`src/rtl/pc_select_unit.sv`:
```
// pc_select_unit: fetch-stage PC generation for the 5-stage Y86-64 pipeline.
// Holds the predicted-PC register and selects the fetch address each cycle
// from the prediction, M-stage branch recovery or the W-stage return target.
// Optional return-address stack enabled by defining PCSEL_RAS_EN.
module pc_select_unit #(
  parameter int                ADDR_W    = 64,
  parameter logic [ADDR_W-1:0] RESET_PC  = '0,
  parameter int                RAS_DEPTH = 8
) (
  input  logic              clk,
  input  logic              reset,
  input  logic              f_stall,
  input  logic [3:0]        f_icode,
  input  logic [ADDR_W-1:0] f_valC,
  input  logic [ADDR_W-1:0] f_valP,
  input  logic [3:0]        m_icode,
  input  logic              m_cnd,
  input  logic [ADDR_W-1:0] m_valA,
  input  logic [3:0]        w_icode,
  input  logic [ADDR_W-1:0] w_valM,
  input  logic [ADDR_W-1:0] w_ras_pred,
  output logic [ADDR_W-1:0] f_pc,
  output logic [ADDR_W-1:0] pred_pc,
  output logic [1:0]        pc_src,
  output logic              redirect,
  output logic [ADDR_W-1:0] f_ras_pred,
  output logic              ras_mispredict
);

  localparam logic [3:0] I_JXX  = 4'h7;
  localparam logic [3:0] I_CALL = 4'h8;
  localparam logic [3:0] I_RET  = 4'h9;

  logic              br_mispred;
  logic              ret_redirect;
  logic [ADDR_W-1:0] next_pred;

  // A JXX reaching M with a false condition was mispredicted taken.
  assign br_mispred = (m_icode == I_JXX) && !m_cnd;

`ifdef PCSEL_RAS_EN
  localparam int PTR_W = (RAS_DEPTH > 1) ? $clog2(RAS_DEPTH) : 1;
  localparam int CNT_W = $clog2(RAS_DEPTH + 1);
  localparam logic [CNT_W-1:0] RAS_FULL = CNT_W'(RAS_DEPTH);

  // ras_ptr is the next free slot; the top of stack sits just below it.
  logic [ADDR_W-1:0] ras_mem [RAS_DEPTH];
  logic [PTR_W-1:0]  ras_ptr;
  logic [PTR_W-1:0]  ras_top;
  logic [CNT_W-1:0]  ras_cnt;
  logic              ras_push;
  logic              ras_pop;

  assign ras_top        = ras_ptr - PTR_W'(1);
  assign f_ras_pred     = (ras_cnt != '0) ? ras_mem[ras_top] : f_valP;
  assign ret_redirect   = (w_icode == I_RET) && (w_valM != w_ras_pred);
  assign ras_mispredict = ret_redirect;

  // Only instructions that will really proceed down the pipe touch the stack.
  assign ras_push = !f_stall && !redirect && (f_icode == I_CALL);
  assign ras_pop  = !f_stall && !redirect && (f_icode == I_RET) && (ras_cnt != '0);

  // Stack pointer and occupancy; a full push overwrites the oldest entry.
  always_ff @(posedge clk or posedge reset) begin
    if (reset) begin
      ras_ptr <= '0;
      ras_cnt <= '0;
    end else if (ras_push) begin
      ras_ptr <= ras_ptr + PTR_W'(1);
      if (ras_cnt != RAS_FULL) ras_cnt <= ras_cnt + CNT_W'(1);
    end else if (ras_pop) begin
      ras_ptr <= ras_top;
      ras_cnt <= ras_cnt - CNT_W'(1);
    end
  end

  // Stack storage; contents are only meaningful below the occupancy count.
  always_ff @(posedge clk) begin
    if (ras_push) ras_mem[ras_ptr] <= f_valP;
  end
`else
  logic ras_pred_unused;

  assign ras_pred_unused = ^w_ras_pred;
  assign ret_redirect    = (w_icode == I_RET);
  assign f_ras_pred      = '0;
  assign ras_mispredict  = 1'b0;
`endif

  // Fetch address selection: branch recovery beats return redirect.
  always_comb begin
    f_pc   = pred_pc;
    pc_src = 2'd0;
    if (br_mispred) begin
      f_pc   = m_valA;
      pc_src = 2'd1;
    end else if (ret_redirect) begin
      f_pc   = w_valM;
      pc_src = 2'd2;
    end
  end

  assign redirect = (pc_src != 2'd0);

  // Next prediction: branches and calls predicted taken, RET from the stack.
  always_comb begin
    next_pred = f_valP;
    case (f_icode)
      I_JXX, I_CALL: next_pred = f_valC;
`ifdef PCSEL_RAS_EN
      I_RET:         next_pred = f_ras_pred;
`endif
      default:       next_pred = f_valP;
    endcase
  end

  // Predicted-PC register; loads every unstalled cycle, redirect or not.
  always_ff @(posedge clk or posedge reset) begin
    if (reset)         pred_pc <= RESET_PC;
    else if (!f_stall) pred_pc <= next_pred;
  end

endmodule

```
`config.mk`:
```
export PLATFORM = sky130hd
export DESIGN_NAME = pc_select_unit
export DESIGN_NICKNAME = d
export VERILOG_FILES = /design/src/rtl/pc_select_unit.sv
export SDC_FILE = /design/constraint.sdc
export NUM_CORES = 1
export LEC_CHECK = 0
export ABC_CLOCK_PERIOD_IN_PS = 1700
export CAP_MARGIN = 20
export CORE_AREA = 3 3 208 210
export CTS_BUF_LIST = sky130_fd_sc_hd__clkbuf_8
export DETAILED_ROUTE_END_ITERATION = 8
export DIE_AREA = 0 0 211 213
export DONT_BUFFER_PORTS = 1
export MAX_ROUTING_LAYER = met4
export PLACE_DENSITY = 0.33
export SLEW_MARGIN = 20
export SYNTH_ARGS = -nofsm -noshare
export SYNTH_HDL_FRONTEND = slang
export SYNTH_SLANG_ARGS = --single-unit
```
`constraint.sdc`:
```
create_clock -name clk -period 1.7 [get_ports clk]
set_input_delay 0.17 -clock clk [delete_from_list [all_inputs] [get_ports clk]]
set_output_delay 0.17 -clock clk [all_outputs]
set_load 0.02 [all_outputs]
```
==> results by group <==
Logic synthesis
  • Synth area leader: dfrtp_1
  • Top cells by area, synth: dfrtp_1 30%, mux2i_1 12%, nand4b_1 11%, buf_4 9.7%, o311ai_1 9.6%
  • Seq cells post-synth: 64
  • Count of unique library cells instantiated by Yosys: 21
  • Number of synthesized flops with an enable pin: 0
  • Sequential fraction of the synthesis area: 29.7%
  • YS warnings: 0
  • Most common cell in the netlist: buf_4
  • Most used DFF post-synth: dfrtp_1
  • Synthesized area per cell: 8.19 sq um
  • Most frequent cells after synthesis: 70 x buf_4, 65 x inv_1, 65 x nand4b_1
  • Asr flop ratio synth: 100%
  • Mapped cell area: 0.00540 sq mm
  • Cells after Synth: 659
  • Post-synth top area share: 29.7%

Route
  • DRC Markers: 0
  • Number of DRC markers in iteration 0: 366
  • Vias: 5,662
  • Post-DR vias/cell: 4.17
  • Antenna viol nets, final: 0
  • Final WL: 26,200 um
  • First-pass DRT Iterations: 4
  • WL per Instance: 19.3 um

Worst setup path
  • R2r worst-path depth: 3
  • Critical path class: input pin to flop
  • Worst-path fanout max: 33
  • WP data arrival: 2.04 ns
  • Beginning of the critical path: f_icode[1]
  • Setup crit end kind: flop
  • Worst path required time: 2.03 ns
  • Reg2reg end: pred_pc[51]
  • R2r setup slk: 0.28 ns
  • Startpoint types: input pin
  • Setup crit end: pred_pc[63]
  • Reg2Reg Launch Point: pred_pc[51]

Clocking
  • Clk_lat worst skew: 0.40 ns
  • Cts bufs inserted: 9
  • Root Buffer: clkbuf_8
  • H-tree Lvls: 3
  • Clock Sinks: 64
  • Clk buf depth: 2
  • Clk pin slew, worst setup/hold paths: 0.09 ns
  • CTS tree: yes

Power
  • Static leakage: 3.15 nW
  • Power Density: 682 mW/mm^2
  • Seq pwr share: 39.7%
  • Int Pwr: 3.25 mW
  • Sw Pwr: 2.12 mW
  • Gate power share: 34.3%
  • Clk pwr share: 26.0%
  • Switching share of power: 39.5%
  • Peak VDD IR: 0.265 mV

Placement
  • Pre-CTS setup slack: -0.0464 ns
  • # placed instances: 1,211
  • I/O Buffers: 0
  • DP HPWL: 18,000 um
  • GP Congestion: 0.744

Floorplanning
  • Die Width: 211 um
  • Initial Util: 12.9%
  • I/O pin count: 532
  • Die ar.: 0.0449 sq mm
  • Core Box Area: 0.0418 sq mm
  • DIE HEIGHT: 213 um
  • Cell Rows: 75

Outcome
  • Failing checks: setup timing
  • Status: finished, violations left

Global route
  • First-pass GRT wire length: 35,400 um
  • Initial antenna violation count: 1
  • GR Util All Layers: 10.9%
  • Vias in the first global route: 5,579
  • Pin count of the biggest net entering global routing: 125
  • Grt ovf: 0

Final layout
  • Nets: 1,149
  • Fillcell total: 4,641
  • Max reg flops: 64
  • Area grow syn2layout: 45.9%
  • Largest registers: pred_pc: 64 flops
  • Layout cells sized above 1: 16.1%
  • Largest register by flop count: pred_pc
  • Post-route insts no fill: 1,358

Run
  • MaxCap Viol Count: 0

Worst hold path
  • Hold Path Class: input pin to flop

Timing
  • Minimum clock period: 1.70 ns
  • Hold WS: 0.273 ns
  • Hold Fails Final Rpt: 0
  • Fin. max-slew vios: 0
  • Tcrit/Tclk final: 100%
  • Final Setup Violations: 1
  • RSZ-0062 raised after global routing: true
  • Setup ws final: -0.00488 ns
  • Clock Skew: 0 ns
  • Fmax: 587 MHz
power by group through the flow:
stage          Combinational (mW)  Clock, mW  Sequential, mW
6_report                     1.84       1.40            2.14
2_1_floorplan                1.15          0            2.06
4_1_cts                      1.82       1.51            2.14
5_1_grt                      1.98       1.58            2.15
3_3_place_gp                 1.43          0            2.17
3_5_place_dp                 1.44          0            2.16
area by class of cell:
class                           instances  area, sq um  area share (%)
Clock inverter                          7         63.8           0.810
Tap cell                              539          674            8.56
Timing Repair Buffer                  216         2120            26.9
Antenna cell                            1         2.50          0.0318
Inverter                               65          248            3.14
Sequential cell                        64         1610            20.5
Clock buffer                            9          124            1.57
Multi-Input combinational cell        457         3030            38.4
placed cells by master (no fill, tap or decap):
master         netlist  routed
dlygate4sd3_1        0     122
clkbuf_8             0       9
dfrtp_2              0      10
o21ai_0             64      23
nor2b_1              1       1
conb_1               1      65
buf_4               70      79
buf_12               0      11
and2_2               0       1
mux2i_1             64      63
nand3_1             64      64
or4b_4               0       1
clkinv_2             0       3
o311ai_1            59      57
o311ai_2             1       5
nand2_1             64      64
or2_2                1       1
inv_1               65      65
buf_16               0       1
bufinv_16            0       1
buf_6                7       1
nand4b_1            65      65
diode_2              0       1
o311ai_0             4       2
clkinvlp_4           0       3
dfrtp_1             64      54
nor4bb_4             0       2
o21ai_1              0      41
mux2i_2              0       1
and2_4               0       1
clkbuf_16            0       2
repair_timing:
action,in CTS,in global routing
resized for setup,6,15
setup buffers,2,3
pin swaps,2,0
endpoints found under the setup margin,33,39
cloned,0,2
endpoints found under the hold margin,128,0
hold buffers,123,0
logic make-up after synthesis:
family,share of synthesized area [%]
buffers and inverters,20.0
flip-flops,29.7
multiplexers,11.9
other,0.0695
AND/OR/NAND/NOR,21.9
AO/OA/AOI/OAI,16.5
critical path, stage by stage:
cell	delay, ns
or4b_4	0.55
and2_2	0.25
buf_12	0.18
o311ai_1	0.26
dlygate4sd3_1	0.59
metrics by stage:
stage | util, % | total power [mW] | setup TNS (ns) | cell area (sq um)
after floorplan | - | 3.20 | 0 | 5640
after global placement | 15.1 | 3.60 | -0.594 | 6300
after detailed placement | 15.1 | 3.60 | -0.667 | 6300
after CTS | 18.6 | 5.47 | 0 | 7760
after global routing | 18.9 | 5.72 | -0.0270 | 7880
final | 18.9 | 5.37 | -0.00488 | 7880
how the worst min path moves through the flow:
stage | from | endpoint | cells past startpoint
floorplan | reset | pred_pc[0] | 1
global placement | reset | pred_pc[60] | 2
detailed placement | reset | pred_pc[0] | 2
CTS | f_stall | pred_pc[61] | 3
global route | f_stall | pred_pc[61] | 3
finish | f_stall | pred_pc[24] | 3
per-layer routing:
| layer | track usage, % | vias to the layer above | share of wire, % |
|---|---|---|---|
| li1 | - | 2549 | - |
| met1 | 11.8 | 2799 | 38 |
| met2 | 19.6 | 298 | 54 |
| met3 | 3.06 | 16 | 7.1 |
| met4 | 2.84 | 0 | 1.2 |
| met5 | - | - | 0 |
Note: power is estimated with default switching activity, not from simulation.
==> patch 1, RTL diff (same flow settings) <==
Register the output `pred_pc` once more, cleared by the reset; this adds one clock of latency there. The other outputs are not delayed to match.
--- a/src/rtl/pc_select_unit.sv
+++ b/src/rtl/pc_select_unit.sv
@@ -31,4 +31,6 @@
   localparam logic [3:0] I_CALL = 4'h8;
   localparam logic [3:0] I_RET  = 4'h9;
+
+  logic [ADDR_W-1:0] pred_pc_s0;
 
   logic              br_mispred;
@@ -90,5 +92,5 @@
   // Fetch address selection: branch recovery beats return redirect.
   always_comb begin
-    f_pc   = pred_pc;
+    f_pc   = pred_pc_s0;
     pc_src = 2'd0;
     if (br_mispred) begin
@@ -117,6 +119,14 @@
   // Predicted-PC register; loads every unstalled cycle, redirect or not.
   always_ff @(posedge clk or posedge reset) begin
-    if (reset)         pred_pc <= RESET_PC;
-    else if (!f_stall) pred_pc <= next_pred;
+    if (reset)         pred_pc_s0 <= RESET_PC;
+    else if (!f_stall) pred_pc_s0 <= next_pred;
+  end
+
+  always_ff @(posedge clk or posedge reset) begin
+    if (reset) begin
+      pred_pc <= '0;
+    end else begin
+      pred_pc <= pred_pc_s0;
+    end
   end
 
Formal check against the unedited RTL: not equivalent (a bounded check fails within 4 cycles, from zero or initial values and one cycle with reset high).
==> patch 1 against the original RTL <==
- critical path depth increased by 2
- sequential cell count increased by 64
- largest power group unchanged
- via count grew 8.5%
- sequential share of layout area increased by 13 points
- routed wire length increased by 9.3%
- non-clock buffer count up 1
- largest cell class is now flip-flops and latches
- critical path type is now input port to output pin
- synthesized area rose by 30%
- die area unchanged
- highest routed layer unchanged
- total power up 55%
- setup slack improved by 90 ps
- register-to-register slack worse by 50 ps
- final area up 22%
==> patch 1: results (changes against the original RTL) <==
metric;value;unit;change
top flop regs;pred_pc: 64 flops, pred_pc_s0: 64 flops;;was pred_pc: 64 flops
Final Wtd Congestion;0.744;;about the same
grt met2 use;21.6;%;was 19.6%
Max stage delay on crit path;250;ps;was 590 ps
Initial DRT Pass Iterations;5;;was 4
worst-case clock buffer depth;2;;unchanged
Final #Nets;1222;;was 1,149
largest net degree at the start of global routing;98;;was 125
Inserted Clock Buffers;17;;was 9
Gate Count Post-Synth;723;;was 659
CP arrival;1450;ps;was 2040 ps
vias in the first global route;6279;;was 5,579
class of the worst hold path;input port to async pin;;was input port to flop
Vias;6145;;was 5,662
Wirelength per Cell;19.9;um;was 19.3 um
status;finished, final reports clean;;was complete, but fails checks
sequential share of the synthesized area;45.8;%;was 29.7%
Top Family by Delay on Critical Path;buffers and inverters;;was simple AND/OR/NAND/NOR gates
P_leak;0.00406;uW;was 0.00315 uW
initial antenna violation count;1;;unchanged
Ys Warns;0;;unchanged
max layer used;met4;;unchanged
Synth top cells by count;dfrtp_1 (128), buf_4 (70), inv_1 (65), nand4b_1 (65);;was buf_4 (70), inv_1 (65), nand4b_1 (65)
H-tree levels;4;;was 3
initial DRC count;360;;was 366
ys async rst share;100;%;unchanged
Crit-path slowest cell;nor4bb_4;;was dlygate4sd3_1
wire length on met1;11.3;mm;was 9.85 mm
ys flop type;dfrtp_1;;unchanged
met3 wire length;1.99;mm;was 1.85 mm
root buffer cell;clkbuf_8;;unchanged
DR WL met2;14.8;mm;was 14.2 mm
Final ANT Viol Nets;0;;unchanged
crit-path max FO;22;;was 33
Placed Cells incl. Taps;1277;;was 1,211
met1 usage;13.6;%;was 11.8%
Detailed Place HPWL;19.8;mm;was 18.0 mm
VDD IR-drop max;0.423;mV;was 0.265 mV
Worst Skew;7.84;ps;was 0 ps
Finished Layout Cells;1437;;was 1,358
Netlist cell types;21;;unchanged
first-pass GRT wire length;40.2;mm;was 35.4 mm
IO buf count;0;;unchanged
top cells by area, synth;dfrtp_1 (46%), mux2i_1 (9.2%), nand4b_1 (8.1%), buf_4 (7.5%), o311ai_1 (7.4%);;was dfrtp_1 (30%), mux2i_1 (12%), nand4b_1 (11%), buf_4 (9.7%), o311ai_1 (9.6%)
Clk Latency, worst-skew pair;530;ps;was 400 ps
Clock transition at path regs;80;ps;
ratio of cells with drive above 1 in the final layout;16.2;%;was 16.1%
met3 global-route usage;4.16;%;was 3.06%
All-Layer GR Usage;12.7;%;was 10.9%
FILL cells;4604;;was 4,641
patch 1: final cells by class:
type                            count  area share [%]
Clock buffer                       21            3.01
Inverter                           65            2.58
Tap cell                          539            7.02
Clock inverter                      9           0.717
Antenna cell                        1          0.0261
Sequential cell                   128            33.4
Multi-Input combinational cell    457            31.5
Timing Repair Buffer              217            21.7
patch 1: worst paths after layout:
path / end / cells after the start / from / slack [ps]
hold reg to reg: pred_pc[12] / 0 / pred_pc_s0[12] / 410
max in group asynchronous: pred_pc[11] / 3 / reset / 830
min in group clk: pred_pc_s0[40] / 3 / f_stall / 300
setup reg to reg: pred_pc_s0[44] / 5 / pred_pc_s0[44] / 230
hold / removal: pred_pc_s0[8] / 3 / reset / 230
setup / recovery: f_pc[25] / 7 / w_icode[2] / 80
patch 1: repair_timing:
action,4_1_cts,5_1_grt
hold endpoints to repair,192,0
buffers inserted,2,9
gates cloned,0,1
resized for setup,11,5
hold buffers,117,0
endpoints found under the setup margin,8,25
pin swaps,0,1
patch 1: metrics by stage:
step | area, um^2 | setup slack [ps]
2_1_floorplan | 7240 | -51.2
3_3_place_gp | 7920 | 2.25
3_5_place_dp | 7920 | 22.2
4_1_cts | 9510 | -7.77
5_1_grt | 9600 | -2.82
6_report | 9600 | 84.8
patch 1: power by group:
group	switching [uW]	leakage, uW	internal [uW]
combinational	981	0.00230	914
sequential	505	0.00156	3390
clock	1290	0.000197	1260
total	2770	0.00406	5570
patch 1: kinds of logic after synthesis:
group                  Yosys count  share of synthesized area, %
AND/OR/NAND/NOR                200                          16.9
buffers and inverters          202                          15.4
AO/OA/AOI/OAI                  128                          12.7
flip-flops                     128                          45.8
other                            1                        0.0536
multiplexers                    64                          9.15
==> patch 2, RTL diff (same flow settings) <==
Without the edit above. Set the parameter `ADDR_W` to 56 (it was 64).
--- a/src/rtl/pc_select_unit.sv
+++ b/src/rtl/pc_select_unit.sv
@@ -4,5 +4,5 @@
 // Optional return-address stack enabled by defining PCSEL_RAS_EN.
 module pc_select_unit #(
-  parameter int                ADDR_W    = 64,
+  parameter int                ADDR_W    = 56,
   parameter logic [ADDR_W-1:0] RESET_PC  = '0,
   parameter int                RAS_DEPTH = 8
Ports: changed (8 resized); port bits go from 532 to 468. No check against the original RTL was run, so the function may have changed too.
==> patch 2 against the original RTL <==
- total power fell by 20%
- routed wire length fell by 3.2%
- die area did not move
- synthesized area fell by 12%
- largest cell class unchanged
- critical path depth did not move
- sequential share of layout area fell by 0.54 points
- setup slack improved by 6.6 ps
- final area fell by 10%
- first-iteration DRC count fell by 39%
- sequential cell count fell by 8
==> patch 2: results (changes against the original RTL) <==
metric;value;unit;change
Gate Count Post-Synth;577;;was 659
dpl ws;-36.2;ps;was -46.4 ps
FILL cells;4760;;was 4,641
hold buffer count at CTS;107;;was 123
met1 usage;10.7;%;was 11.8%
Antenna diodes;0;;was 1
layout inverter count without the clock tree;57;;was 65
Post-DP Area;5580;um^2;was 6300 um^2
largest net degree at the start of global routing;99;;was 125
Synth top cells by count;buf_4 (61), inv_1 (57), nand4b_1 (57);;was buf_4 (70), inv_1 (65), nand4b_1 (65)
ratio of cells with drive above 1 in the final layout;16.3;%;was 16.1%
Compound-Gate Fraction of Synth Area;16.5;%;about the same
top flop regs;pred_pc: 56 flops;;was pred_pc: 64 flops
Non-Clock Buffer Count;196;;was 216
Netlist cell types;22;;was 21
top cells by area, synth;dfrtp_1 (30%), mux2i_1 (12%), nand4b_1 (11%), buf_4 (9.7%), o311ai_1 (7.2%);;was dfrtp_1 (30%), mux2i_1 (12%), nand4b_1 (11%), buf_4 (9.7%), o311ai_1 (9.6%)
Clk Latency, worst-skew pair;370;ps;was 400 ps
mux share of post-synthesis cell area;11.8;%;was 11.9%
Placed Cells incl. Taps;1127;;was 1,211
Data buffer area share;28.3;%;was 26.9%
initial antenna violation count;0;;was 1
status;finished, final reports clean;;was complete, but fails checks
Register Area;1410;um^2;was 1610 um^2
post-CTS setup buffer count;1;;was 2
Clock transition at path regs;120;ps;was 90 ps
FF+latch count;56;;was 64
Multi-In Gates;402;;was 457
drt total wl;25.4;mm;was 26.2 mm
Inserted Clock Buffers;5;;was 9
[patch 2: changes by cell type after synthesis, sizes merged]
cell and change:
nand2 -8, o311ai -8, buf -7, mux2i -8, inv -8, o21ai -8, nand4b -8, nand3 -8
clkbuf -11, dfrtp -8
[patch 2: worst paths after layout]
| check | start | end | slack, ps | cells past startpoint |
|---|---|---|---|---|
| worst max-delay path | f_icode[1] | pred_pc[33] | 2 | 5 |
| worst min-delay path | f_stall | pred_pc[2] | 60 | 2 |
| worst max register to register | pred_pc[31] | pred_pc[31] | 240 | 4 |
| worst min register to register | pred_pc[25] | pred_pc[25] | 640 | 2 |
| max in group asynchronous | reset | pred_pc[3] | 1060 | 3 |
| min in group asynchronous | reset | pred_pc[24] | 310 | 3 |
[patch 2: critical path, cell delays in order]
cell	delay, ps
or4b_4	570
buf_4	280
nand4b_1	200
o311ai_2	110
dlygate4sd3_1	570
[patch 2: where the power goes]
group          internal, uW  total, uW  switching (uW)
sequential             1480       1860             374
combinational           759       1610             852
clock                   279        858             579
total                  2520       4320            1800
